[config.mk]
export PLATFORM = sky130hd
export DESIGN_NAME = nios_system_sysid_ext_flat
export DESIGN_NICKNAME = d
export VERILOG_FILES = /design/src/rtl/nios_system_sysid_ext_if.sv /design/src/rtl/nios_system_sysid_ext.sv /design/src/flat_wrapper.sv
export SDC_FILE = /design/constraint.sdc
export NUM_CORES = 1
export LEC_CHECK = 0
export BUFFER_PORTS_ARGS = -buffer_cell sky130_fd_sc_hd__buf_2
export CAP_MARGIN = 0
export CORE_MARGIN = 4
export CORE_UTILIZATION = 40
export CTS_CLUSTER_DIAMETER = 30
export DETAILED_ROUTE_END_ITERATION = 10
export GPL_ROUTABILITY_DRIVEN = 0
export GPL_TIMING_DRIVEN = 0
export PLACE_DENSITY = 0.69
export SLEW_MARGIN = 10
export SYNTH_ARGS = -nofsm -noshare
export SYNTH_HDL_FRONTEND = slang
export SYNTH_SLANG_ARGS = --single-unit
[constraint.sdc]
create_clock -name clock -period 5.2 [get_ports clock]
set_clock_uncertainty 0.2 [all_clocks]
set_input_delay 1.04 -clock clock [delete_from_list [all_inputs] [get_ports clock]]
set_output_delay 1.04 -clock clock [all_outputs]
set_load 0.03 [all_outputs]
[src/rtl/nios_system_sysid_ext_if.sv]
// Avalon-MM slave port bundle for the extended system-ID block.
interface nios_system_sysid_ext_if;
    logic [2:0]  address;
    logic        read;
    logic        write;
    logic [31:0] writedata;
    logic [3:0]  byteenable;
    logic [31:0] readdata;
    logic        readdatavalid;

    modport master (
        output address, read, write, writedata, byteenable,
        input  readdata, readdatavalid
    );

    modport slave (
        input  address, read, write, writedata, byteenable,
        output readdata, readdatavalid
    );
endinterface

[src/rtl/nios_system_sysid_ext.sv]
// System ID/info slave: ID, timestamp, caps, coherent uptime counter, CTRL, optional scratch (SYSID_SCRATCH_EN).
// Latency: registered read data, readdatavalid one cycle after an accepted read.
// Backpressure: none; no waitrequest, every strobe is accepted in the cycle it is presented.
module nios_system_sysid_ext #(
    parameter logic [31:0] SYS_ID    = 32'h5716_3A7B,
    parameter logic [31:0] TIMESTAMP = 32'h0,
    parameter logic [15:0] CAPS      = 16'h0001,
    parameter int          COUNT_W   = 64
) (
    input  logic                   clock,
    input  logic                   reset,
    nios_system_sysid_ext_if.slave bus
);

    localparam int          HI_W      = COUNT_W - 32;
    localparam logic [7:0]  COUNT_W_B = 8'(COUNT_W);
    localparam logic [2:0]  A_SYS_ID  = 3'd0;
    localparam logic [2:0]  A_TSTAMP  = 3'd1;
    localparam logic [2:0]  A_CAPS    = 3'd2;
    localparam logic [2:0]  A_UP_LO   = 3'd3;
    localparam logic [2:0]  A_UP_HI   = 3'd4;
    localparam logic [2:0]  A_SCRATCH = 3'd5;
    localparam logic [2:0]  A_CTRL    = 3'd6;

`ifdef SYSID_SCRATCH_EN
    localparam logic SCRATCH_PRESENT = 1'b1;
`else
    localparam logic SCRATCH_PRESENT = 1'b0;
`endif

    logic [COUNT_W-1:0] cnt;
    logic [HI_W-1:0]    shadow;
    logic               freeze;
    logic [31:0]        scratch_rd;
    logic [31:0]        rd_mux;
    logic               rd_acc;
    logic               ctrl_wr;
    logic               clear;

    // A read colliding with a write is dropped; the write still lands.
    assign rd_acc  = bus.read & ~bus.write;
    assign ctrl_wr = bus.write && (bus.address == A_CTRL) && bus.byteenable[0];
    assign clear   = ctrl_wr & bus.writedata[0];

    always_ff @(posedge clock or posedge reset) begin
        if (reset) begin
            cnt <= '0;
        end else if (clear) begin
            cnt <= '0;
        end else if (!freeze) begin
            cnt <= cnt + COUNT_W'(1);
        end
    end

    always_ff @(posedge clock or posedge reset) begin
        if (reset) begin
            freeze <= 1'b0;
        end else if (ctrl_wr) begin
            freeze <= bus.writedata[1];
        end
    end

    // High word is captured from the same snapshot that the low-word read returns.
    always_ff @(posedge clock or posedge reset) begin
        if (reset) begin
            shadow <= '0;
        end else if (rd_acc && (bus.address == A_UP_LO)) begin
            shadow <= cnt[COUNT_W-1:32];
        end
    end

`ifdef SYSID_SCRATCH_EN
    logic [31:0] scratch;

    always_ff @(posedge clock or posedge reset) begin
        if (reset) begin
            scratch <= '0;
        end else if (bus.write && (bus.address == A_SCRATCH)) begin
            for (int b = 0; b < 4; b++) begin
                if (bus.byteenable[b]) begin
                    scratch[b*8 +: 8] <= bus.writedata[b*8 +: 8];
                end
            end
        end
    end

    assign scratch_rd = scratch;
`else
    logic unused_bits;

    assign scratch_rd  = '0;
    assign unused_bits = ^{bus.writedata[31:2], bus.byteenable[3:1]};
`endif

    always_comb begin
        rd_mux = '0;
        case (bus.address)
            A_SYS_ID:  rd_mux = SYS_ID;
            A_TSTAMP:  rd_mux = TIMESTAMP;
            A_CAPS:    rd_mux = {COUNT_W_B, 7'b0, SCRATCH_PRESENT, CAPS};
            A_UP_LO:   rd_mux = cnt[31:0];
            A_UP_HI:   rd_mux = 32'(shadow);
            A_SCRATCH: rd_mux = scratch_rd;
            A_CTRL:    rd_mux = {30'b0, freeze, 1'b0};
            default:   rd_mux = '0;
        endcase
    end

    always_ff @(posedge clock or posedge reset) begin
        if (reset) begin
            bus.readdata      <= '0;
            bus.readdatavalid <= 1'b0;
        end else begin
            bus.readdatavalid <= rd_acc;
            if (rd_acc) begin
                bus.readdata <= rd_mux;
            end
        end
    end

endmodule

[src/flat_wrapper.sv]
// flat-port wrapper written by rule: the top's interface ports become plain ports
module nios_system_sysid_ext_flat 
#(
    parameter logic [31:0] SYS_ID    = 32'h5716_3A7B,
    parameter logic [31:0] TIMESTAMP = 32'h0,
    parameter logic [15:0] CAPS      = 16'h0001,
    parameter int          COUNT_W   = 64
)
  (clock, reset, bus_address, bus_read, bus_write, bus_writedata, bus_byteenable, bus_readdata, bus_readdatavalid);
  nios_system_sysid_ext_if bus_i ();
  input  logic clock;
  input  logic reset;
  input wire logic [$bits(bus_i.address)-1:0] bus_address;
  input wire logic [$bits(bus_i.read)-1:0] bus_read;
  input wire logic [$bits(bus_i.write)-1:0] bus_write;
  input wire logic [$bits(bus_i.writedata)-1:0] bus_writedata;
  input wire logic [$bits(bus_i.byteenable)-1:0] bus_byteenable;
  output wire logic [$bits(bus_i.readdata)-1:0] bus_readdata;
  output wire logic [$bits(bus_i.readdatavalid)-1:0] bus_readdatavalid;
  assign bus_i.address = bus_address;
  assign bus_i.read = bus_read;
  assign bus_i.write = bus_write;
  assign bus_i.writedata = bus_writedata;
  assign bus_i.byteenable = bus_byteenable;
  assign bus_readdata = bus_i.readdata;
  assign bus_readdatavalid = bus_i.readdatavalid;
  nios_system_sysid_ext #(.SYS_ID(SYS_ID), .TIMESTAMP(TIMESTAMP), .CAPS(CAPS), .COUNT_W(COUNT_W)) u_core (.clock(clock), .reset(reset), .bus(bus_i));
endmodule
==> results.rst, run 1 <==
.. list-table::
   :header-rows: 1

   * - Metric
     - Value
   * - Worst slew margin relative to its limit
     - 47.71%
   * - Critical path endpoint category
     - flip-flop
   * - Post-layout utilization of the core
     - 47.82%
   * - Setup crit start kind
     - primary input
   * - Final hold slack
     - 271.8 ps
   * - Antenna viol nets, final
     - 0
   * - Final global-route overflow total
     - 0
   * - Synthesized area divided by synthesized cell count
     - 10.06 sq um
   * - Number of buffers inserted by hold repair at cts
     - 0
   * - Clock share of power
     - 36.9%
   * - Count of buffers added by post-CTS timing repair for setup
     - 0
   * - TritonCTS clock tree
     - yes
   * - Via count of the first global-routing pass
     - 4,799
   * - Outcome
     - complete, no violations
   * - Die extent in x
     - 132.5 microns
   * - Clock root buffer
     - clkbuf_16
   * - HP Start
     - u_core.bus.readdata[8]
   * - Ys flop type
     - dfrtp_1
   * - Data required time at the worst endpoint
     - 5300 ps
   * - Final count of hold timing violations
     - 0
   * - Clock Tree Buf Depth
     - 2
   * - Initial core utilization
     - 40.78%
   * - #FFs+latches synth
     - 130
   * - Largest driver fanout on the critical path
     - 10
   * - Largest net degree at the start of global routing
     - 73
   * - Most frequent cells in the layout
     - dfrtp_1, nand2_1, o21ai_0, buf_2, nor2_1
   * - Fin nets
     - 722
   * - Net count of the mapped netlist
     - 660
   * - Via Count
     - 5,010
   * - Type of the worst setup path
     - in2reg
   * - Clock network latency to the later pin of the worst-skew pair
     - 420 ps
   * - Share of layout cells above drive strength 1
     - 17.68%
   * - PD cells
     - 444.5 nW/um^2
   * - Total Routing Usage GR
     - 18.43%
   * - Hold-critical path endpoint
     - u_core.bus.readdata[8]
   * - Type of the tightest min-delay check
     - reg2reg
   * - Power spent charging and discharging nets
     - 1.003 mW
   * - Clock-pin slew on the worst setup and hold paths
     - 60 ps
   * - Destination of the worst register-to-register timing path
     - u_core.cnt[57]
   * - Minimum clock period after layout
     - 3171 ps
   * - First DRT Iteration DRCs
     - 457
   * - Number of inserted filler cells in the final layout
     - 1,364
   * - Proportion of total power due to net switching
     - 31.04%
   * - Cell count of the worst hold path
     - 2
   * - Detailed-routing iteration count for the pre-antenna-repair pass
     - 5
   * - R2R cell count
     - 6
   * - Place WS
     - 1614 ps
   * - Cell area after technology mapping
     - 6200 sq um
   * - Total negative setup slack
     - 0 ps
   * - Part of the total power dissipated in combinational logic
     - 17.2%
   * - Data arrival time of the critical path
     - 3270 ps
   * - RSZ-0062 raised after global routing
     - no
   * - Number of cell rows
     - 45
   * - Antenna violations before repair
     - 0
   * - Final setup violation count
     - 0
   * - Number of max-capacitance violations reported
     - 0
   * - Total wire length
     - 15,880 microns
   * - Number of enable-type register cells in the synthesized netlist
     - 0
   * - # port buffers
     - 42
   * - Slew of the pin with the lowest slew margin
     - 778.4 ps
   * - Part of the total power dissipated in sequential elements
     - 45.9%
   * - PostCTS Resize Cnt
     - 0
   * - Number of instances in the placed design
     - 847
   * - Power consumption
     - 3.231 mW
   * - Wire length per cell
     - 18.09 microns
   * - Proportion of synthesized chip area in sequential cells
     - 52.47%
   * - Warning count from the yosys run
     - 0
   * - Global-route wire length before repair
     - 25,760 microns
   * - I/O Pins
     - 76
   * - Post-detailed-placement cell area
     - 6678 sq um
   * - Slack of the worst reg-to-reg path
     - 2080 ps
   * - Library cells used by synthesis
     - 39
   * - DIE AREA
     - 17,550 sq um
   * - Core footprint
     - 15,200 sq um
   * - DR DRC count
     - 0
   * - Count of non-filler cells in the finished layout
     - 878
   * - Post-layout instance area
     - 7269 sq um
   * - Leading cell type in the layout, fill and taps excluded
     - dfrtp_1
   * - Final period util
     - 60.98%
   * - Clock buffer count from CTS
     - 17
   * - Sinks on Clock Net
     - 130
   * - Post-Syn Instances
     - 616
   * - Internal power
     - 2.228 mW
   * - Worst-case vdd ir drop
     - 0.0001819 V
   * - Max-slew violation count
     - 0
   * - Peak clock frequency supported by timing
     - 315.4 MHz
   * - Setup slack after layout
     - 2029 ps
   * - R2r startpoint
     - u_core.freeze
   * - LEAKAGE
     - 3.008 nW
   * - Number of inserted diodes
     - 0
   * - Layout overhead on the synthesized area
     - 17.26%
   * - Post-synthesis async set-or-reset flop share
     - 100.0%
   * - Detailed-route vias per instance
     - 5.706
   * - Height of the die
     - 132.5 microns
   * - Dpl hpwl
     - 11,680 microns
   * - Depth of the CTS H-tree
     - 4
-- power by group through the flow --
stage               combinational (mW)  clock, mW  sequential, mW
finish                           0.556       1.19            1.48
detailed placement               0.557          0            1.49
CTS                              0.560       1.21            1.47
floorplan                        0.363          0            1.47
global route                     0.613       1.25            1.51
global placement                 0.531          0            1.47
-- synthesized netlist by cell type, drive strengths merged, types with 4 or more instances --
master	count	area, sq um
or4	12	91.34
a21oi	32	160.2
a22oi	29	217.7
and2	4	25.03
nand2b	20	125.1
nand2	71	266.5
clkbuf	27	101.4
nand3	20	100.1
or3	23	146.4
o21ai	54	270.3
buf	6	55.05
nor4	10	83.83
nor3	11	55.05
mux2	32	360.4
xnor2	14	122.6
nor2	41	153.9
inv	8	30.03
dfrtp	130	3253
nand4	24	186.4
xor2	16	140.1
and3	4	25.02
o31ai	6	45.04
o211ai	6	45.04
-- area by class of cell --
cell class	instances	area, sq um	area share, %
Multi-Input combinational cell	445	2760	37.97
Clock buffer	17	425.4	5.852
Timing Repair Buffer	43	237.7	3.270
Sequential cell	130	3253	44.75
Inverter	8	35.03	0.4819
Buffer	33	156.4	2.151
Clock inverter	14	166.4	2.289
Tap cell	188	235.2	3.236
-- critical path: stages --
cell,delay [ps]
buf_2,130
nand2b_1,190
clkbuf_1,270
nor3_1,710
clkbuf_1,520
mux2_2,410
-- worst max path at each step --
stage / start / endpoint / slack (ps) / cells after the start
after global routing: u_core.freeze / u_core.cnt[57] / 1830 / 6
final: bus_write / u_core.shadow[17] / 2030 / 6
after detailed placement: bus_write / u_core.shadow[10] / 1610 / 6
after CTS: bus_write / u_core.shadow[10] / 2040 / 6
after floorplan: reset / u_core.bus.readdata[0] / 490 / 1
after global placement: reset / u_core.cnt[51] / -800 / 2
-- logic make-up (layout without fill, tap and decap cells) --
logic type	count (synthesis)	count (layout)	share of synthesized area, %
simple gates	253	253	22.04
fa+ha+maj	1	1	0.2018
buf+inv	41	115	3.007
xor+xnor	30	30	4.238
mux	34	34	6.135
compound gates	127	127	11.91
flops	130	130	52.47
-- registers in the layout (all words and copies together) (netlist names) --
signal                    flops
u_core.bus.readdata          32
u_core.bus.readdatavalid      1
u_core.cnt                   64
u_core.freeze                 1
u_core.shadow                32
-- routing by layer --
metal | global-route usage [%] | vias to the layer above | share of wire (%)
met5 | 0 | - | 0
met4 | 6.351 | 0 | 1.6
met3 | 4.715 | 23 | 5.9
met2 | 30.01 | 153 | 49
met1 | 24.03 | 2484 | 43
li1 | - | 2350 | -
Power figures use the tool's default switching activity.
==> run 2: changes to the inputs <==
--- a/config.mk
+++ b/config.mk
@@ -13,7 +13,7 @@
 export DETAILED_ROUTE_END_ITERATION = 10
 export GPL_ROUTABILITY_DRIVEN = 0
 export GPL_TIMING_DRIVEN = 0
-export PLACE_DENSITY = 0.69
+export PLACE_DENSITY = 0.72
 export SLEW_MARGIN = 10
 export SYNTH_ARGS = -nofsm -noshare
 export SYNTH_HDL_FRONTEND = slang
==> constraint.sdc (replaced) <==
create_clock -name clock -period 2.9 [get_ports clock]
set_clock_uncertainty 0.2 [all_clocks]
set_input_delay 0.58 -clock clock [delete_from_list [all_inputs] [get_ports clock]]
set_output_delay 0.58 -clock clock [all_outputs]
set_load 0.03 [all_outputs]
==> run 2 against run 1 <==
First-iteration DRC count up 0.44%; largest power group unchanged; critical path type is now reg2reg; flip-flop and latch count unchanged; largest cell class unchanged; clock-buffer cell count up 7; clock power up 62%; cell area down 0.22%; highest routed layer unchanged.
==> results.rst, run 2 (same netlist as run 1, synthesis figures left out) <==
.. list-table::
   :header-rows: 1

   * - Metric
     - Value
   * - Largest registers
     - u_core.cnt x64, u_core.bus.readdata x32, u_core.shadow x32
   * - Type of the tightest min-delay check
     - in2async
   * - Leading cell type in the layout, fill and taps excluded
     - dfrtp_1
   * - Worst-case vdd ir drop
     - 0.0003432 V (+89%)
   * - Worst slew margin relative to its limit
     - 51.93% (+4.2 points)
   * - Number of inserted diodes
     - 0 (unchanged)
   * - Final period util
     - 94.23%
   * - Outcome
     - complete, no violations
   * - Detailed-route vias per instance
     - 5.759 (+0.93%)
   * - Core footprint
     - 15,200 sq um (unchanged)
   * - Height of the die
     - 132.5 microns (unchanged)
   * - Number of instances in the placed design
     - 849 (+0.24%)
   * - Data arrival time of the critical path
     - 2880 ps (-390 ps)
   * - Final setup violation count
     - 0 (unchanged)
   * - Power consumption
     - 5.594 mW (+73%)
   * - LEAKAGE
     - 3.006 nW (about the same)
   * - Max-slew violation count
     - 0 (unchanged)
   * - I/O Pins
     - 76 (unchanged)
   * - Most frequent cells in the layout
     - dfrtp_1, nand2_1, o21ai_0, buf_2, nor2_1
   * - Minimum clock period after layout
     - 2733 ps
   * - DR DRC count
     - 0 (unchanged)
   * - DIE AREA
     - 17,550 sq um (unchanged)
   * - Via Count
     - 5,074 (+1.3%)
   * - Initial core utilization
     - 40.78% (unchanged)
   * - Clock buffer count from CTS
     - 17 (unchanged)
   * - Via count of the first global-routing pass
     - 4,754 (-0.94%)
   * - Clock root buffer
     - clkbuf_16
   * - Share of layout cells above drive strength 1
     - 17.46% (-0.22 points)
   * - Type of the worst setup path
     - reg2reg
   * - Depth of the CTS H-tree
     - 4 (unchanged)
   * - Global-route wire length before repair
     - 26,490 microns (+2.8%)
   * - Number of cell rows
     - 45 (unchanged)
   * - Critical path endpoint category
     - flip-flop
   * - Layout overhead on the synthesized area
     - 16.99%
   * - Post-layout utilization of the core
     - 47.71% (-0.11 points)
   * - Setup crit start kind
     - flip-flop
   * - TritonCTS clock tree
     - yes
   * - Detailed-routing iteration count for the pre-antenna-repair pass
     - 5 (unchanged)
   * - Total wire length
     - 15,900 microns (about the same)
   * - First DRT Iteration DRCs
     - 459 (+0.44%)
   * - Fin nets
     - 725 (+0.42%)
   * - Dpl hpwl
     - 11,270 microns (-3.5%)
   * - Place WS
     - -217.1 ps (-1831 ps)
   * - Count of non-filler cells in the finished layout
     - 881 (+0.34%)
   * - PD cells
     - 771.3 nW/um^2 (+74%)
   * - Antenna violations before repair
     - 0 (unchanged)
   * - Data required time at the worst endpoint
     - 3040 ps (-2260 ps)
   * - Register with the highest flop count
     - u_core.cnt
   * - Setup slack after layout
     - 167.4 ps (-1862 ps)
   * - Clock Tree Buf Depth
     - 2 (unchanged)
   * - Wire length per cell
     - 18.04 microns (-0.26%)
   * - Clock-pin slew on the worst setup and hold paths
     - 60 ps (about the same)
   * - Largest driver fanout on the critical path
     - 10 (unchanged)
   * - Total Routing Usage GR
     - 18.96% (+0.53 points)
   * - Die extent in x
     - 132.5 microns (unchanged)
   * - Total negative setup slack
     - 0 ps (unchanged)
   * - # port buffers
     - 42 (unchanged)
   * - Antenna viol nets, final
     - 0 (unchanged)
   * - Number of max-capacitance violations reported
     - 0 (unchanged)
   * - Number of flip-flops under the largest register name
     - 64 (unchanged)
   * - Peak clock frequency supported by timing
     - 365.9 MHz
   * - Final count of hold timing violations
     - 0 (unchanged)
   * - Largest net degree at the start of global routing
     - 39 (-47%)
   * - Sinks on Clock Net
     - 130 (unchanged)
   * - Clock network latency to the later pin of the worst-skew pair
     - 430 ps (about the same)
   * - Slew of the pin with the lowest slew margin
     - 714.4 ps (-63.91 ps)
   * - Final global-route overflow total
     - 0 (unchanged)
==> run 2: final timing paths <==
check                                        startpoint                        to  slack [ps]  cells after the start
worst max-delay path                     u_core.cnt[31]            u_core.cnt[46]         170                      6
worst min-delay path                              reset  u_core.bus.readdatavalid          50                      2
worst max register to register           u_core.cnt[31]            u_core.cnt[46]         170                      6
worst min register to register  u_core.bus.readdata[14]   u_core.bus.readdata[14]         270                      2
max in group asynchronous                         reset         u_core.shadow[18]        1610                      4
min in group clock                     bus_writedata[1]             u_core.freeze         190                      2
==> run 2: report_power, final <==
| part | internal, mW | switching (mW) | total (mW) |
|---|---|---|---|
| clock | 1.18 | 0.750 | 1.93 |
| combinational | 0.434 | 0.558 | 0.993 |
| sequential | 2.23 | 0.443 | 2.67 |
==> run 2: critical path, cell delays in order, from the launching register on <==
cell and delay (ps):
dfrtp_1 470, nand4_1 320, nor4_4 470, nand4_1 350, clkbuf_2 310, or3_1 380
a21oi_1 150
==> run 2: layer usage <==
metal  vias to the layer above  global-route usage [%]  part of all wire (%)
met3                        16                   5.513                   6.5
met2                       171                   28.76                    48
met5                         -                       0                     0
met4                         0                   5.312                   1.3
met1                      2538                   26.63                    44
li1                       2349                       -                     -
==> run 2: area by class of cell <==
cell class	count	area [sq um]
fill	1375	7949
multi-input combinational	445	2774
sequential	130	3253
inverter	8	33.78
clock buffer	24	461.7
timing repair buffer	46	277.8
buffer	33	157.7
clock inverter	7	60.06
tap	188	235.2
==> run 2: metrics by stage <==
step           cell area, sq um  hold slack, ps
2_1_floorplan              6203           271.6
3_3_place_gp               6649           258.4
3_5_place_dp               6709           264.9
4_1_cts                    7238           60.33
5_1_grt                    7253           84.88
6_report                   7253           48.04
==> run 2: timing repair <==
item	CTS	global route
pin swaps	1	1
setup buffers	1	0
endpoints found under the setup margin	12	14
gates resized for setup	0	4
hold buffers	0	0
